<file path="src/rtl/cci_mpf_fiu_rsp_fifo.sv">
// Synchronous request FIFO with occupancy count, registered almost-full and sticky overflow.
module cci_mpf_fiu_rsp_fifo #(
   parameter int WIDTH     = 8,
   parameter int DEPTH_LOG = 4,
   parameter int SLACK     = 4
) (
   input  logic                 clk,
   input  logic                 reset,
   input  logic                 push,
   input  logic [WIDTH-1:0]     push_data,
   input  logic                 pop,
   output logic [WIDTH-1:0]     pop_data,
   output logic                 empty,
   output logic [DEPTH_LOG:0]   count,
   output logic                 almfull,
   output logic                 overflow
);
   localparam int DEPTH = 1 << DEPTH_LOG;
   localparam logic [DEPTH_LOG:0] FULL_CNT = (DEPTH_LOG+1)'(DEPTH);
   localparam logic [DEPTH_LOG:0] THRESH   = (DEPTH_LOG+1)'(DEPTH - SLACK);

   logic [WIDTH-1:0]     store [DEPTH];
   logic [DEPTH_LOG-1:0] wr_ptr, rd_ptr;
   logic                 full, do_push, do_pop;
   logic [DEPTH_LOG:0]   count_next;

   assign full       = (count == FULL_CNT);
   assign empty      = (count == '0);
   assign do_push    = push && !full;
   assign do_pop     = pop && !empty;
   assign count_next = count + (DEPTH_LOG+1)'(do_push) - (DEPTH_LOG+1)'(do_pop);
   assign pop_data   = store[rd_ptr];

   always_ff @(posedge clk) begin
      if (do_push) store[wr_ptr] <= push_data;
   end

   // Almost-full tracks the post-update occupancy so it is visible the cycle after the push.
   always_ff @(posedge clk) begin
      if (reset) begin
         wr_ptr   <= '0;
         rd_ptr   <= '0;
         count    <= '0;
         almfull  <= 1'b0;
         overflow <= 1'b0;
      end else begin
         if (do_push) wr_ptr <= wr_ptr + 1'b1;
         if (do_pop)  rd_ptr <= rd_ptr + 1'b1;
         count    <= count_next;
         almfull  <= (count_next >= THRESH);
         overflow <= overflow | (push & full);
      end
   end

endmodule

</file>
<file path="config.mk">
export PLATFORM = sky130hd
export DESIGN_NAME = cci_mpf_fiu_rsp_fifo
export DESIGN_NICKNAME = d
export VERILOG_FILES = /design/src/rtl/cci_mpf_fiu_rsp_fifo.sv
export SDC_FILE = /design/constraint.sdc
export NUM_CORES = 1
export LEC_CHECK = 0
export BUFFER_PORTS_ARGS = -buffer_cell sky130_fd_sc_hd__buf_2
export CORE_AREA = 2 2 99 101
export CTS_CLUSTER_DIAMETER = 200
export CTS_CLUSTER_SIZE = 16
export DETAILED_ROUTE_END_ITERATION = 8
export DIE_AREA = 0 0 101 103
export PLACE_DENSITY_LB_ADDON = 0.25
export SYNTH_ARGS = -nofsm -noshare
export SYNTH_HDL_FRONTEND = slang
export SYNTH_SLANG_ARGS = --single-unit
export TNS_END_PERCENT = 50
</file>
<file path="constraint.sdc">
create_clock -name clk -period 6.2 [get_ports clk]
set_clock_uncertainty 0.2 [all_clocks]
set_input_delay 0.62 -clock clk [delete_from_list [all_inputs] [get_ports clk]]
set_output_delay 0.62 -clock clk [all_outputs]
set_load 0.005 [all_outputs]
</file>
### Word-level counts from Yosys, hierarchy flattened

Memory sizes are Yosys's and may differ from the RTL's. A register that Yosys moved wholly into a read port is not among the register bits.
Cells that the tools add are included.

* magnitude comparators: 1
* mux-type cells: 4
* eq/ne operators: 1
* reduce and logical (&&, ||, !) cells: 5
* $add $sub $neg: 4
* bitwise operators: 2

Operator list (count)
* $add A4 B1 Y4 const B: 2
* $mux W4: 2
* $add A5 B1 Y5: 1
* $eq A5 B5 Y1 const B: 1
* $ge A5 B4 Y1 const B: 1
* $logic_not A5 Y1: 1
* $sub A5 B1 Y5: 1
* $logic_and A1 B1 Y1: 2
* $logic_not A1 Y1: 2
* $mux W1: 2
* $and A1 B1 Y1: 1
* $or A1 B1 Y1: 1

* memories kept: 1
* memory bits (writable): 128
* output and inout bits: 16
* flip-flop bits (word level): 15
* input bits: 12

Memories
* store: depth 16, bits a word 8, rd ports 1, clocked after Yosys merged registers in 1, wr ports 1, RTL line 22 `logic [WIDTH-1:0] store [DEPTH];`

### Logic depth before layout (Yosys ltp)

Gate-level depths: netlist of run 1.

* depth after elaboration: 6
* mapped depth: 14
* mapped depth without buffers: 14

### Worst setup path before layout of run 1

Ideal clock, no wire load.

* path type: register to register
* from: register count[3]
* to: register almfull
* required time: 5.921 ns
* setup slack: 3.117 ns
* period minus slack after synthesis: 3.083 ns
* stages on the path, launching flop included: 15
* arrival time: 2.804 ns
* cells stage by stage: dfxtp_1 > inv_1 > ha_1 > or4b_1 > nand2_1 > inv_1 > ha_1 > inv_1 > ha_1 > inv_1 > fa_1 > nand2b_1 > a21oi_1 > or4b_2 > o211ai_1

* word-level cells in the longest chain between the ends: 6

Ends and longest elaborated chain
* start, declared: RTL line 14 `output logic [DEPTH_LOG:0] count,`
* start signal, assigned: RTL line 49 `count <= count_next;`
* $eq A5 B5 Y1: RTL line 27 `assign full = (count == FULL_CNT);`
* $logic_not A1 Y1: RTL line 29 `assign do_push = push && !full;`
* $logic_and A1 B1 Y1: RTL line 29
* $add A5 B1 Y5: RTL line 31 `assign count_next = count + (DEPTH_LOG+1)'(do_push) - (DEPTH_LOG+1)'(do_pop);`
* $sub A5 B1 Y5 *: RTL line 31
* $ge A5 B4 Y1 *: RTL line 50 `almfull <= (count_next >= THRESH);`
* end signal, assigned: RTL line 50
* end, declared: RTL line 15 `output logic almfull,`

Mark *: on every way between the ends. The rest lies on a longest branch, timed or not.
A chain may end at the register's enable or synchronous reset.

==> flow_summary.toml, run 1 <==
[clocking]
cts_tree = "done"
clock_latency_ns = 0.52
clock_path_buffers = 2
cts_hold_buf = 0
root_buffer = "clkbuf_8"
cts_inserted_buffers = 17
clk_pin_slew_ns = 0.06
cts_resized = 0
cts_max_level = 4
postCtsSetupBuffers = 0
cts_sinks = 147

[global_route]
grt_pass1_wl_um = 16000
antenna_found_initial = 0
grt_max_degree = 33
grt_pass1_vias = 2772
gr-usage-all-layers_pct = 22.15
overflow = 0

[yosys]
syn_area_per_cell_um2 = 18.67
ys.flop_type = "edfxtp_1"
synth_common_cells = "edfxtp_1 (128), dfxtp_1 (19), mux4_2 (18), nor2_1 (17)"
yosys_warnings = 0
yosysSeqAreaShare_pct = 71.81
synth_seq_cells = 147
syn_inst = 315
yosys.area.top_type = "edfxtp_1"
synth_edf_count = 128
synth_area_leaders = "edfxtp_1 (65%), mux4_2 (6.9%), dfxtp_1 (6.5%)"
yosysTopAreaCellShare_pct = 65.35
async_flop_share_pct = 0
synth_nets = 339
yosysMostFrequentCell = "edfxtp_1"
yosysUniqueCellTypes = 36
syn_area_um2 = 5882

[sta]
slew_violations = 0
relSlewSlack_pct = 20.49
hold_slack_ns = 0.2095
max_freq_mhz = 296.1
worstMarginPinSlew_ns = 1.183
setup_viol = 0
rsz0062_at_grt = "no"
post-route-min-period_ns = 3.377
setup_tns_ns = 0
final_hold_viol_count = 0
finalCritPeriodShare_pct = 54.46

[floorplanning]
dieHeight_um = 103
core_um2 = 9459
row_count = 36
ios = 28
initial_utilization_pct = 62.18
dieArea_um2 = 10400
die_x_um = 101

[finish]
postLayoutCellArea_um2 = 6666
nets = 374
instances_no_fill = 477
fillerInstances = 607
area_growth_pct = 13.34
num_antenna_cells = 0
final_core_util_pct = 70.48
drive_above_1_share_pct = 22.04

[pwr]
p_leak_uw = 0.002291
max-vdd-ir-drop_uv = 231.2
power_density_nw_per_um2 = 399.7

[setup_path]
crit_type = "reg2out"
cp-end-kind = "output port"
cp.arrival_ns = 2.56
crit_fanout = 32
cp-start-kind = "register"
required_ns = 5.38
rr_startpoint = "count[3]"

[route]
vias_per_cell = 6.061
drtIter0Drc = 167
first_pass_iters = 5
vias = 2891
finalWirelength_um = 10610
routedWlPerCell_um = 22.24
drt_drc_violations_left = 0
postRouteAntennaNets = 0

[placement]
place_congestion = 0.7585
dp_hpwl_um = 6441
dpl_cell_area_um2 = 6105
io_buffers = 27
dp.cells = 445

[job]
maxCapViolCount = 0

[outcome]
outcome = "complete, no violations"

[worst_hold_path]
worstHoldPathType = "in2reg"
hold_start = "push"
## cell families (layout without fill, tap and decap cells)
kind of cell               count (synthesis)  in the layout  synth area share [%]
xor gates and xnor gates                   9              9                 1.340
muxes                                     32             32                 13.15
and+or+nand+nor                           62             62                 5.552
adders and majority gates                 12             12                 2.680
AOI/OAI and AO/OA                         24             24                 2.808
buffers and inverters                     29             77                 2.659
DFF                                      147            147                 71.81
## metal layers
layer	vias up	track usage, %	wire length [um]
li1	1326	-	-
met1	1457	29.51	4294
met2	97	36.46	5533
met3	11	6.237	692
met4	0	6.341	89
met5	-	0	0
## final timing paths
path            endpoint  slack, ns  cells after the start
min             overflow       0.21                      3
max          pop_data[4]       2.82                      5
max reg2reg      almfull       2.93                     14
min reg2reg     overflow       0.28                      2
## final cells by class
type	instances	area [um2]	area share, %
clock buffer	18	417.9	6.269
clock inverter	14	143.9	2.158
inverter	16	60.06	0.9009
multi-input combinational	139	1526	22.90
sequential	147	4225	63.38
tap	114	142.6	2.140
timing repair buffer	29	150.1	2.252
## state kept, by name, summed over array words and instances (netlist names), named ones only
signal    flops
almfull       1
store       128
count         5
overflow      1
rd_ptr        4
wr_ptr        4
## through the flow
step	total power (uW)	setup WS [ns]
floorplan	1585	3.117
global placement	1714	2.989
detailed placement	1730	2.912
CTS	2689	2.781
global route	2782	2.717
finish	2665	2.823
## worst max-delay path: stages (launching register included)
cell and delay (ns):
dfxtp_2 0.31, buf_4 0.48, mux4_1 0.67, a22oi_1 0.33, nand2_1 0.09, buf_2 0.13
## where the power goes
| group | switching [uW] | internal [uW] |
|---|---|---|
| clock | 360 | 601 |
| combinational | 271 | 269 |
| sequential | 30.9 | 1130 |
| total | 662 | 2000 |
## layout by cell type (no fill, tap or decap), types with 2 or more instances in the layout
master	Yosys	routed
clkinv_1	0	5
mux4_1	14	14
dfxtp_1	19	18
nor3b_1	2	2
inv_1	16	16
a22oi_1	16	16
edfxtp_1	128	128
clkbuf_16	0	16
bufinv_16	0	3
nor2_1	17	17
nor4_2	0	4
buf_2	2	27
and2_1	9	9
ha_1	11	11
nand4_1	2	2
nand2_1	13	13
clkinv_2	0	4
nand3_1	5	5
clkinvlp_4	0	2
buf_4	1	2
mux4_2	18	18
nor2b_1	2	2
a21oi_1	5	5
xor2_1	5	5
xnor2_1	4	4
(Power assumes the default switching activity.)
==> run 2: changes to the inputs <==
--- a/config.mk
+++ b/config.mk
@@ -6,11 +6,11 @@
 export NUM_CORES = 1
 export LEC_CHECK = 0
 export BUFFER_PORTS_ARGS = -buffer_cell sky130_fd_sc_hd__buf_2
-export CORE_AREA = 2 2 99 101
+export CORE_AREA = 2 2 103 105
 export CTS_CLUSTER_DIAMETER = 200
 export CTS_CLUSTER_SIZE = 16
 export DETAILED_ROUTE_END_ITERATION = 8
-export DIE_AREA = 0 0 101 103
+export DIE_AREA = 0 0 105 107
 export PLACE_DENSITY_LB_ADDON = 0.25
 export SYNTH_ARGS = -nofsm -noshare
 export SYNTH_HDL_FRONTEND = slang
==> constraint.sdc (replaced) <==
create_clock -name clk -period 3.3 [get_ports clk]
set_clock_uncertainty 0.2 [all_clocks]
set_input_delay 0.33 -clock clk [delete_from_list [all_inputs] [get_ports clk]]
set_output_delay 0.33 -clock clk [all_outputs]
set_load 0.005 [all_outputs]
==> flow_summary.toml, run 2 (synthesis results as in run 1) <==
[sta]
finalCritPeriodShare_pct = 96.85
slew_violations = 0
fin_ws_ns = 0.1039
worstMarginPinSlew_ns = 0.8140
max_freq_mhz = 312.9
setup_viol = 0
relSlewSlack_pct = 45.62
post-route-min-period_ns = 3.196
final_hold_viol_count = 0

[setup_path]
crit_start = "count[3]"
slowest_delay_ns = 0.62
cp-end-kind = "register"
worstPathBufferInverterCount = 4
worstPathCellList = "inv_2 -> ha_2 -> or4b_4 -> nand2_2 -> inv_1 -> ha_1 -> inv_1 -> ha_1 -> inv_1 -> fa_2 -> nand2b_1 -> a21oi_1 -> or4b_2 -> o211ai_1"
cp-endpoint = "almfull"
cp.depth = 14
crit_type = "reg2reg"
worstRegToRegCells = 14
crit_family = "simple AND/OR/NAND/NOR gates"
required_ns = 3.53
cp-start-kind = "register"
cp.arrival_ns = 3.43
rrSetupSlack_ns = 0.10
rr_startpoint = "count[3]"
cp_slowest_cell = "or4b_2"
crit_fanout = 3
crit_top_cell = "inv_1"
r2r_end = "almfull"

[finish]
regMostFlops = "store"
final_cell_mix = "edfxtp_1 (128), buf_2 (27), mux4_2 (18), dfxtp_1 (18)"
reg_top3 = "store (128), count (5)"
num_antenna_cells = 0
instances_no_fill = 524
nets = 399
final_common_cell = "edfxtp_1"
postLayoutCellArea_um2 = 6889
largest_reg_flops = 128
drive_above_1_share_pct = 25.26
area_growth_pct = 17.12

[global_route]
grt_pass1_wl_um = 17130
grt_pass1_vias = 3125
overflow = 0
gr-usage-all-layers_pct = 21.34
grt_max_degree = 33
antenna_found_initial = 0

[pwr]
p_int_uw = 3729
p_leak_uw = 0.002413
max-vdd-ir-drop_uv = 467.5
clock_power_share_pct = 33.9
switching_share_pct = 25.37
power_frac_seq_pct = 44.5
power_density_nw_per_um2 = 725.2
comb_power_share_pct = 21.6
switchingPower_uw = 1267

[job]
maxCapViolCount = 0

[placement]
place_congestion = 0.7260
dp_hpwl_um = 6570
io_buffers = 27
dpl_cell_area_um2 = 6195
pre_cts_slack_ns = 0.07308
dp.cells = 477

[floorplanning]
dieHeight_um = 107
dieArea_um2 = 11240
core_um2 = 10090
die_x_um = 105
initial_utilization_pct = 58.28
ios = 28
row_count = 37

[worst_hold_path]
worstHoldPathType = "reg2reg"

[clocking]
root_buffer = "clkbuf_8"
clock_path_buffers = 2
clock_latency_ns = 0.51
cts_max_level = 4
cts_tree = "done"
clk_pin_slew_ns = 0.06
cts_inserted_buffers = 17
cts_sinks = 147

[route]
drtIter0Drc = 222
vias = 3019
first_pass_iters = 4
postRouteAntennaNets = 0
vias_per_cell = 5.761
routedWlPerCell_um = 20.63
finalWirelength_um = 10810
drt_drc_violations_left = 0

[outcome]
outcome = "complete, no violations"
## run 2: cell count changes in the layout (fill, tap and decap cells not counted), moves of 2 or more
| cell | before | now |
|---|---|---|
| clkinv_2 | 4 | 6 |
| clkbuf_8 | 1 | 4 |
| inv_2 | 0 | 2 |
| bufinv_16 | 3 | 0 |
| dlygate4sd3_1 | 0 | 13 |
| nor4_2 | 4 | 0 |
| clkinv_1 | 5 | 0 |
| inv_4 | 0 | 2 |
| nor4_1 | 0 | 4 |
| buf_4 | 2 | 13 |
| inv_1 | 16 | 14 |
## run 2: cell type report
class | count | area [um2]
inverter | 16 | 60.06
tap | 136 | 170.2
clock inverter | 9 | 50.05
sequential | 147 | 4225
multi-input combinational | 139 | 1513
fill | 694 | 3203
clock buffer | 23 | 488.0
timing repair buffer | 54 | 382.9
## run 2: per-stage QoR
step | TNS, ns | hold WS [ns] | total power, uW | utilization (%)
floorplan | 0 | 0.1991 | 2978 | -
global placement | 0 | 0.2480 | 3264 | 61.38
detailed placement | 0 | 0.2667 | 3287 | 61.38
CTS | 0 | 0.3299 | 5008 | 68.00
global route | -0.02809 | 0.3871 | 5242 | 68.26
finish | 0 | 0.3230 | 4996 | 68.26
## run 2: power groups by stage
stage          Combinational, uW  Clock [uW]  Sequential [uW]
6_report                    1080        1700             2220
5_1_grt                     1190        1810             2240
4_1_cts                     1050        1740             2220
3_5_place_dp                1030           0             2260
3_3_place_gp                1010           0             2250
2_1_floorplan                764           0             2210
## run 2: what timing repair did
item                                    4_1_cts  5_1_grt
gates resized for setup                       0        6
endpoints found under the hold margin       142        0
buffers inserted                              0        2
hold buffers                                 13        0
endpoints found under the setup margin        0        2
## run 2: worst reg2reg max path, cell delays in order, from the launching register on
cell and delay [ns]:
dfxtp_1 0.34, inv_2 0.07, ha_2 0.18, or4b_4 0.48
nand2_2 0.11, inv_1 0.05, ha_1 0.27, inv_1 0.04
ha_1 0.18, inv_1 0.08, fa_2 0.20, nand2b_1 0.11
a21oi_1 0.08, or4b_2 0.62, o211ai_1 0.11
## run 2: worst min-delay path by stage
stage / cells after the start / start / slack (ns) / to
after global placement: 2 / overflow / 0.25 / overflow
after floorplan: 1 / reset / 0.20 / wr_ptr[1]
after detailed placement: 2 / overflow / 0.27 / overflow
after global routing: 2 / wr_ptr[1] / 0.39 / wr_ptr[1]
after CTS: 2 / wr_ptr[1] / 0.33 / wr_ptr[1]
final: 2 / wr_ptr[1] / 0.32 / wr_ptr[1]
## run 2: layer usage
| layer | vias to the layer above | wire length, um | GRT usage [%] |
|---|---|---|---|
| met2 | 107 | 5462 | 34.46 |
| met1 | 1521 | 4383 | 27.69 |
| met3 | 14 | 782 | 5.714 |
| met4 | 0 | 179 | 9.143 |
| met5 | - | 0 | 0 |
| li1 | 1377 | - | - |
